`src/rtl/psum_accum_ctrl_pkg.sv`:
```
// Shared psum widths and the output FIFO entry layout.
// The psum BRAM and the writeback stage use the same definitions.
package psum_accum_ctrl_pkg;

    localparam int unsigned PSUM_DATA_WIDTH  = 32;
    localparam int unsigned PSUM_ADDR_WIDTH  = 32;
    localparam int unsigned PSUM_OFIFO_DEPTH = 4;

    // Final-sum beat as it leaves toward writeback: address in the upper bits.
    typedef struct packed {
        logic [PSUM_ADDR_WIDTH-1:0] addr;
        logic [PSUM_DATA_WIDTH-1:0] data;
    } psum_entry_t;

    // Occupancy counter width: it must be able to hold the value depth itself.
    function automatic int unsigned cnt_width(input int unsigned depth);
        return $clog2(depth) + 1;
    endfunction

endpackage

```
`src/rtl/psum_out_fifo.sv`:
```
// First-word-fall-through FIFO for final psum beats, exposing its occupancy.
// DEPTH must be a power of two (>= 2), so the pointers wrap naturally.
module psum_out_fifo
    import psum_accum_ctrl_pkg::*;
#(
    parameter int unsigned WIDTH = $bits(psum_entry_t),
    parameter int unsigned DEPTH = PSUM_OFIFO_DEPTH,
    localparam int unsigned PTR_W = $clog2(DEPTH),
    localparam int unsigned CNT_W = cnt_width(DEPTH)
) (
    input  logic             clk,
    input  logic             rst,
    input  logic             i_push,
    input  logic [WIDTH-1:0] i_push_data,
    input  logic             i_pop,
    output logic             o_valid,
    output logic [WIDTH-1:0] o_data,
    output logic [CNT_W-1:0] o_count
);

    logic [WIDTH-1:0] r_mem [DEPTH];
    logic [PTR_W-1:0] r_wr_ptr;
    logic [PTR_W-1:0] r_rd_ptr;
    logic [CNT_W-1:0] r_count;
    logic             w_full;
    logic             w_push;
    logic             w_pop;

    assign o_valid = (r_count != '0);
    assign w_full  = (r_count == CNT_W'(DEPTH));
    assign w_pop   = i_pop & o_valid;
    assign w_push  = i_push & (~w_full | w_pop);
    assign o_count = r_count;
    // Output is zeroed when empty so reset/idle values are deterministic.
    assign o_data  = o_valid ? r_mem[r_rd_ptr] : '0;

    always_ff @(posedge clk) begin
        if (w_push) begin
            r_mem[r_wr_ptr] <= i_push_data;
        end
    end

    always_ff @(posedge clk or negedge rst) begin
        if (!rst) begin
            r_wr_ptr <= '0;
            r_rd_ptr <= '0;
            r_count  <= '0;
        end else begin
            if (w_push) begin
                r_wr_ptr <= r_wr_ptr + 1'b1;
            end
            if (w_pop) begin
                r_rd_ptr <= r_rd_ptr + 1'b1;
            end
            case ({w_push, w_pop})
                2'b10:   r_count <= r_count + 1'b1;
                2'b01:   r_count <= r_count - 1'b1;
                default: r_count <= r_count;
            endcase
        end
    end

endmodule

```
`src/rtl/psum_accum_ctrl.sv`:
```
// Read-modify-write psum accumulator in front of a 1-cycle-read BRAM.
// Final sums are also queued toward writeback under a credit check.
module psum_accum_ctrl
    import psum_accum_ctrl_pkg::*;
#(
    parameter int unsigned DATA_WIDTH  = PSUM_DATA_WIDTH,
    parameter int unsigned ADDR_WIDTH  = PSUM_ADDR_WIDTH,
    parameter int unsigned OFIFO_DEPTH = PSUM_OFIFO_DEPTH
) (
    input  logic                  clk,
    input  logic                  rst,
    input  logic                  in_valid,
    output logic                  in_ready,
    input  logic [ADDR_WIDTH-1:0] in_addr,
    input  logic [DATA_WIDTH-1:0] in_psum,
    input  logic                  in_first,
    input  logic                  in_last,
    output logic [ADDR_WIDTH-1:0] bram_raddr,
    input  logic [DATA_WIDTH-1:0] bram_odat,
    output logic [ADDR_WIDTH-1:0] bram_waddr,
    output logic [DATA_WIDTH-1:0] bram_idat,
    output logic                  bram_wren,
    output logic                  out_valid,
    input  logic                  out_ready,
    output logic [ADDR_WIDTH-1:0] out_addr,
    output logic [DATA_WIDTH-1:0] out_data,
    output logic                  busy
);

    localparam int unsigned   CNT_W      = cnt_width(OFIFO_DEPTH);
    localparam int unsigned   ENTRY_W    = ADDR_WIDTH + DATA_WIDTH;
    localparam logic [CNT_W:0] CREDIT_MAX = (CNT_W + 1)'(OFIFO_DEPTH);

    logic                  r_released;
    logic [ADDR_WIDTH-1:0] r_raddr;
    logic                  r_s1_valid;
    logic [ADDR_WIDTH-1:0] r_s1_addr;
    logic [DATA_WIDTH-1:0] r_s1_psum;
    logic                  r_s1_first;
    logic                  r_s1_last;
    logic                  r_fwd;
    logic [DATA_WIDTH-1:0] r_fwd_data;

    logic                  w_accept;
    logic                  w_hazard;
    logic [DATA_WIDTH-1:0] w_old;
    logic [DATA_WIDTH-1:0] w_sum;
    logic [CNT_W-1:0]      w_fifo_count;
    logic [CNT_W:0]        w_credit_used;
    logic                  w_fifo_push;
    logic [ENTRY_W-1:0]    w_fifo_wdata;
    logic [ENTRY_W-1:0]    w_fifo_rdata;

    // The beat in S1 has already claimed its FIFO slot, so S1 never has to stall.
    assign w_credit_used = {1'b0, w_fifo_count} + {{CNT_W{1'b0}}, r_s1_valid & r_s1_last};
    assign in_ready      = r_released & (w_credit_used < CREDIT_MAX);
    assign w_accept      = in_valid & in_ready;
    assign bram_raddr    = w_accept ? in_addr : r_raddr;

    // A distance-1 same-address beat would read pre-write data from the BRAM.
    assign w_hazard = r_s1_valid & (in_addr == r_s1_addr);

    always_comb begin
        w_old = bram_odat;
        if (r_s1_first) begin
            w_old = '0;
        end else if (r_fwd) begin
            w_old = r_fwd_data;
        end
    end

    assign w_sum      = w_old + r_s1_psum;
    assign bram_wren  = r_s1_valid;
    assign bram_waddr = r_s1_valid ? r_s1_addr : '0;
    assign bram_idat  = r_s1_valid ? w_sum : '0;

    assign w_fifo_push  = r_s1_valid & r_s1_last;
    assign w_fifo_wdata = {r_s1_addr, w_sum};
    assign out_addr     = w_fifo_rdata[ENTRY_W-1 -: ADDR_WIDTH];
    assign out_data     = w_fifo_rdata[DATA_WIDTH-1:0];
    assign busy         = r_s1_valid | out_valid;

    always_ff @(posedge clk or negedge rst) begin
        if (!rst) begin
            r_released <= 1'b0;
            r_raddr    <= '0;
            r_s1_valid <= 1'b0;
            r_s1_addr  <= '0;
            r_s1_psum  <= '0;
            r_s1_first <= 1'b0;
            r_s1_last  <= 1'b0;
            r_fwd      <= 1'b0;
            r_fwd_data <= '0;
        end else begin
            r_released <= 1'b1;
            r_s1_valid <= w_accept;
            if (w_accept) begin
                r_raddr    <= in_addr;
                r_s1_addr  <= in_addr;
                r_s1_psum  <= in_psum;
                r_s1_first <= in_first;
                r_s1_last  <= in_last;
                r_fwd      <= w_hazard;
                r_fwd_data <= w_sum;
            end
        end
    end

    psum_out_fifo #(
        .WIDTH (ENTRY_W),
        .DEPTH (OFIFO_DEPTH)
    ) u_out_fifo (
        .clk         (clk),
        .rst         (rst),
        .i_push      (w_fifo_push),
        .i_push_data (w_fifo_wdata),
        .i_pop       (out_ready),
        .o_valid     (out_valid),
        .o_data      (w_fifo_rdata),
        .o_count     (w_fifo_count)
    );

endmodule

```
`config.mk`:
```
export PLATFORM = sky130hd
export DESIGN_NAME = psum_accum_ctrl
export DESIGN_NICKNAME = d
export VERILOG_FILES = /design/src/rtl/psum_accum_ctrl_pkg.sv /design/src/rtl/psum_out_fifo.sv /design/src/rtl/psum_accum_ctrl.sv
export SDC_FILE = /design/constraint.sdc
export NUM_CORES = 1
export LEC_CHECK = 0
export ABC_CLOCK_PERIOD_IN_PS = 7200
export BUFFER_PORTS_ARGS = -buffer_cell sky130_fd_sc_hd__buf_2
export CAP_MARGIN = 20
export CORE_MARGIN = 3
export CORE_UTILIZATION = 64
export CTS_BUF_LIST = sky130_fd_sc_hd__clkbuf_8
export DETAILED_ROUTE_END_ITERATION = 16
export PLACE_DENSITY = 0.88
export SYNTH_ARGS = -nofsm -noshare
export SYNTH_HDL_FRONTEND = slang
export SYNTH_SLANG_ARGS = --single-unit
```
`constraint.sdc`:
```
create_clock -name clk -period 7.2 [get_ports clk]
set_input_delay 1.44 -clock clk [delete_from_list [all_inputs] [get_ports clk]]
set_output_delay 1.44 -clock clk [all_outputs]
set_load 0.005 [all_outputs]
```
After elaboration in Yosys (flattened, before gate mapping)
Memories as Yosys holds them, arrays and structs flattened.
Cells that the tools add are included.
Cells by class
  bitwise logic cells: 9
  $lt $le $gt $ge: 1
  $add $sub $neg: 6
  muxes and demuxes: 9
  eq/ne operators: 4
  reduce and logical (&&, ||, !) cells: 2
Operator list (number)
  32-bit two-way mux: 5
  64-bit two-way mux: 1
  32-bit adder: 1
  32-bit equality test: 1
  1-bit AND: 6
  3-bit one-hot mux with 2 select lines: 1
  2-bit by 1-bit adder with 2-bit output, second input constant: 2
  3-bit by 1-bit adder with 4-bit output: 1
  4-bit by 3-bit < comparator with 1-bit output, second input constant: 1
  3-bit by 1-bit adder with 3-bit output, second input constant: 1
  3-bit equality test, second input constant: 1
  3-bit nonzero test: 1
  3-bit by 1-bit subtractor with 3-bit output, second input constant: 1
  2-bit by 1-bit equality test with 1-bit output, second input constant: 1
  2-bit equality test, second input constant: 1
  1-bit two-way mux: 2
  1-bit bitwise OR: 2
  2-bit nonzero test: 1
  1-bit inverter: 1
Storage, ports and cells
  logic and storage cells: 44
  output and inout port bits: 164
  memories: 1
  memory bits (writable): 256
  input bits: 102
  flip-flop bits (word level): 140
Memories
  u_out_fifo.r_mem: depth 4, bits a word 64, read ports 1, clocked after Yosys merged registers in 0, wr ports 1, RTL line psum_out_fifo.sv:21  | logic [WIDTH-1:0] r_mem [DEPTH];

Logic depth before layout (Yosys ltp)
  depth after elaboration: 6
  gate-level depth with buffers: 14
  depth with buffers taken out: 12

Modules after synthesis
A second synthesis with hierarchy kept.
Second synthesis, totals
  cell total of the unflattened synthesis: 1411
  area, all modules: 18086.1 sq um
Modules (own cells, without submodules)
  psum_out_fifo: cells an instance 457, instances 1, area each 10161.0 sq um, seq. area each 7862.5 sq um
  psum_accum_ctrl: cells an instance 954, instances 1, area each 7925.1 sq um, seq. area each 3328.2 sq um

Worst setup path before layout
Ideal clock, no wire load.
  kind: input to output
  start: in bram_odat[0]
  end: out bram_idat[18]
  required time: 5760 ps
  slack: 2029 ps
  arrival time: 3731 ps
  path buffers: 0
  cell stages on the path: 12
  cells stage by stage: mux2i_1 > nor2_1 > ha_1 > fa_1 > a21o_1 > a221o_1 > a211oi_2 > or2_1 > o21ai_1 > a21oi_1 > xnor2_1 > and2_1
On the way
  cells in the longest elaborated chain, start to end: 4
RTL lines
  start: declaration: RTL line psum_accum_ctrl.sv:19  | input logic [DATA_WIDTH-1:0] bram_odat,
  32-bit two-way mux: RTL line psum_accum_ctrl.sv:67  | end else if (r_fwd) begin
  32-bit two-way mux: RTL line psum_accum_ctrl.sv:65  | if (r_s1_first) begin
  32-bit adder: RTL line psum_accum_ctrl.sv:72  | assign w_sum = w_old + r_s1_psum;
  net u_out_fifo.i_push_data[18]: RTL line psum_out_fifo.sv:14  | input logic [WIDTH-1:0] i_push_data,
  32-bit two-way mux: RTL line psum_accum_ctrl.sv:75  | assign bram_idat = r_s1_valid ? w_sum : '0;
  end: declaration: RTL line psum_accum_ctrl.sv:21  | output logic [DATA_WIDTH-1:0] bram_idat,
The timed path passes the listed nets, and every way through them passes these cells.

Final worst setup path
  start: reg r_fwd
  end: out bram_idat[31]
On the way
  cells in the longest elaborated chain, start to end: 4
RTL lines
  start: declaration: RTL line psum_accum_ctrl.sv:41  | logic r_fwd;
  start signal: assignment: RTL line psum_accum_ctrl.sv:103  | r_fwd <= w_hazard;
  32-bit two-way mux: RTL line psum_accum_ctrl.sv:67
  32-bit two-way mux: RTL line psum_accum_ctrl.sv:65
  32-bit adder: RTL line psum_accum_ctrl.sv:72
  net u_out_fifo.i_push_data[31]: RTL line psum_out_fifo.sv:14
  32-bit two-way mux: RTL line psum_accum_ctrl.sv:75
The timed path passes the listed nets, and every way through them passes these cells.

==> metrics.txt <==
number of diodes 0; critical setup path kind reg -> out; final slew viol count 0; # hold bufs at CTS 0; Post-Route WL 44100 microns; clock power share 20.8%; Final WS setup 1.183 ns; Power Density 444.5 nW/um^2; max frequency 166.2 MHz; syn_area_per_cell 12.83 sq um; post-DR wirelength/cell 21.16 microns; Fill cells 1682; Async S/R FF share, synth 35.35%; Die H 173.2 microns; post-synth net total 1533; worst endpoint required time 5.76 ns; CP bufs+invs 2; core area 27180 sq um; P_int 5.807 mW; Post-synth top flop edfxtp_1; switching power 3.436 mW; Clock Tree Root clkbuf_8; DRT Pass-1 Iters 7; first-pass GRT wire length 69920 microns; pre-CTS setup slack 1.341 ns; layout overhead on the synthesized area 16.27%; worst reg2reg path depth 11; leakage power figure 8.958 nW; remaining antenna violation count 0; clk_skew 0.01766 ns; Critical Path AT 4.58 ns; flop and latch count out of synthesis 396; initial drt markers 1346; Synth warnings 0; die area 29990 sq um; CP max stage cell dfrtp_2; Seq/Total Area, Yosys 62.57%; Max FO, Critical Path 22; Overflow after GRT 0; CP endpoint kind output pin; Hold Crit Depth 2; pin count of the biggest net entering global routing 73; half-perimeter wire length after placement 28040 microns; DRC Markers 0; Final Setup Violations 0; # IOs 266; RSZ-0062 raised after global routing false; peak supply drop 0.0002529 V; initial core utilization 65.81%; Clock transition at path regs 0.06 ns; post-layout min period 6.017 ns; drt via density 5.977; max incr delay on CP 0.86 ns; Die Span X 173.2 microns; Critical Path Start Type register; Nets 1800; vias post-DR 12.46k; clk sink count 396; port buffer count 265; ratio of cells with drive above 1 in the final layout 26.75%; vias in the first global route 12.80k; Final period util 83.58%; CTS tree done; Slew HR 29.33%; Slew @ Worst Pin 1.060 ns; Comb power frac 37.8%; Final Hold Vio Count 0; H-Tree Level Count 2; Distinct cells, synth 61; Top delay family on crit path simple AND/OR/NAND/NOR gates; deepest clock path buffer count 3; instance count on the critical path 12; Cells after Synth 1394; Num CTS Buffers 61; post_cts resized 0; CP Cell Sequence buf_4, mux2i_1, nor2_1, ha_1, nand4_1, o211ai_1, o2bb2ai_1, o221a_2, o31a_1, nor3_1, and2_1, buf_2; number of max-cap violations 0; status complete, no violations; setup TNS 0 ns; Post-synth EDFFs 256; Seq pwr share 41.4%; row count 60; Total Routing Usage GR 29.43%; initial antenna violation count 0; RePlAce Congestion 0.8882; Post-Syn Area 17880 sq um; Post-CTS Setup Inserts 0; worst skew pair latency 0.60 ns; switch share 37.18%; HP Class reg -> reg
## cell families after synthesis
family,count (synthesis),share of synthesized area (%)
flops,396,62.57
fa+ha+maj,37,2.672
simple gates,590,15.02
compound gates,116,4.331
mux,108,10.60
buf+inv,87,1.896
other cells,1,0.02097
xor+xnor,59,2.889
## Yosys cell counts, drive strengths merged, types with 4 or more instances
cell type  number  area share [%]
or2             4            0.14
o21ai          22            0.64
nor3            6            0.17
and3            5            0.17
nor4            5            0.17
mux2           11            0.69
nor2           56             1.2
xnor2          35             1.7
nand4          14            0.49
dfrtp         140              20
ha             35             2.4
a31oi           5            0.17
mux2i          33             1.8
clkbuf         50             1.0
or3             4            0.14
a21oi          37             1.0
buf            20            0.49
nand2         340             7.1
inv            17            0.36
o31ai           4            0.17
a21o           11            0.46
and2          133             4.7
edfxtp        256              43
mux4           64             8.1
nand3          12            0.34
xor2           24             1.2
## power by group through the flow
stage          registers [mW]  clock network, mW  logic [mW]
2_1_floorplan            3.54                  0        2.41
3_3_place_gp             3.80                  0        3.30
3_5_place_dp             3.85                  0        3.44
4_1_cts                  3.82               1.94        3.47
5_1_grt                  3.89               2.05        3.81
6_report                 3.82               1.92        3.50
## worst reg2reg max path, delay by kind of cell (launching register included)
family | cells | cell delay, ns
adder cells (fa/ha/maj) | 1 | 0.44
flip-flops | 1 | 0.86
buffers and inverters | 1 | 0.42
AO/OA/AOI/OAI | 4 | 0.88
multiplexers | 2 | 0.51
AND/OR/NAND/NOR | 3 | 0.82
## path summary, 6_finish.rpt
| check | startpoint | endpoint | slack [ns] |
|---|---|---|---|
| setup / recovery | r_fwd | bram_idat[31] | 1.18 |
| hold / removal | r_raddr[0] | r_raddr[0] | 0.47 |
| setup reg to reg | r_fwd | r_fwd_data[31] | 3.22 |
| hold reg to reg | r_raddr[0] | r_raddr[0] | 0.47 |
| max in group asynchronous | rst | u_out_fifo.r_rd_ptr[1] | 4.79 |
| min in group asynchronous | rst | r_s1_psum[20] | 0.85 |
## metal layers
metal	routed length (microns)	track usage [%]	up-vias
li1	-	-	5497
met1	17070	39.06	6172
met2	21800	49.40	683
met3	3798	5.556	104
met4	1426	10.51	0
met5	0	0	-
## final cells by class
cell class                 count  area, sq um  area share, %
inverter                      17        65.06         0.3129
tap                          372        465.4          2.238
clock buffer                  76         1046          5.030
timing repair buffer         274         1400          6.733
multi-input combinational    911         6374          30.65
clock inverter                38        244.0          1.173
sequential                   396        11200          53.86
## sequential cells by signal, summed over array words and instances (netlist names)
signal,flops
bram_wren,1
u_out_fifo.o_count,3
r_released,1
r_raddr,32
r_s1_first,1
u_out_fifo.r_rd_ptr,2
u_out_fifo.r_mem,256
r_s1_addr,32
r_s1_last,1
u_out_fifo.r_wr_ptr,2
r_s1_psum,32
r_fwd,1
r_fwd_data,32
## layout by cell type (no fill, tap or decap), types with 37 or more instances in the layout
cell,synthesis,layout
a21oi_1,37,37
and2_1,133,129
buf_2,10,264
clkbuf_8,0,76
dfrtp_1,140,136
edfxtp_1,256,256
inv_1,16,40
mux4_2,64,64
nand2_1,340,339
nor2_1,56,56
## metrics by stage
step / util (%) / hold WS (ns) / cells / instance area (sq um) / total power, mW
after floorplan: - / 0.4456 / 1394 / 17880 / 5.947
after global placement: 71.77 / 0.4513 / 1970 / 19510 / 7.101
after detailed placement: 71.77 / 0.4525 / 1970 / 19510 / 7.291
after CTS: 76.52 / 0.4691 / 2084 / 20790 / 9.222
after global routing: 76.52 / 0.4937 / 2084 / 20790 / 9.757
final: 76.52 / 0.4672 / 2084 / 20790 / 9.243
(Power assumes the default switching activity.)
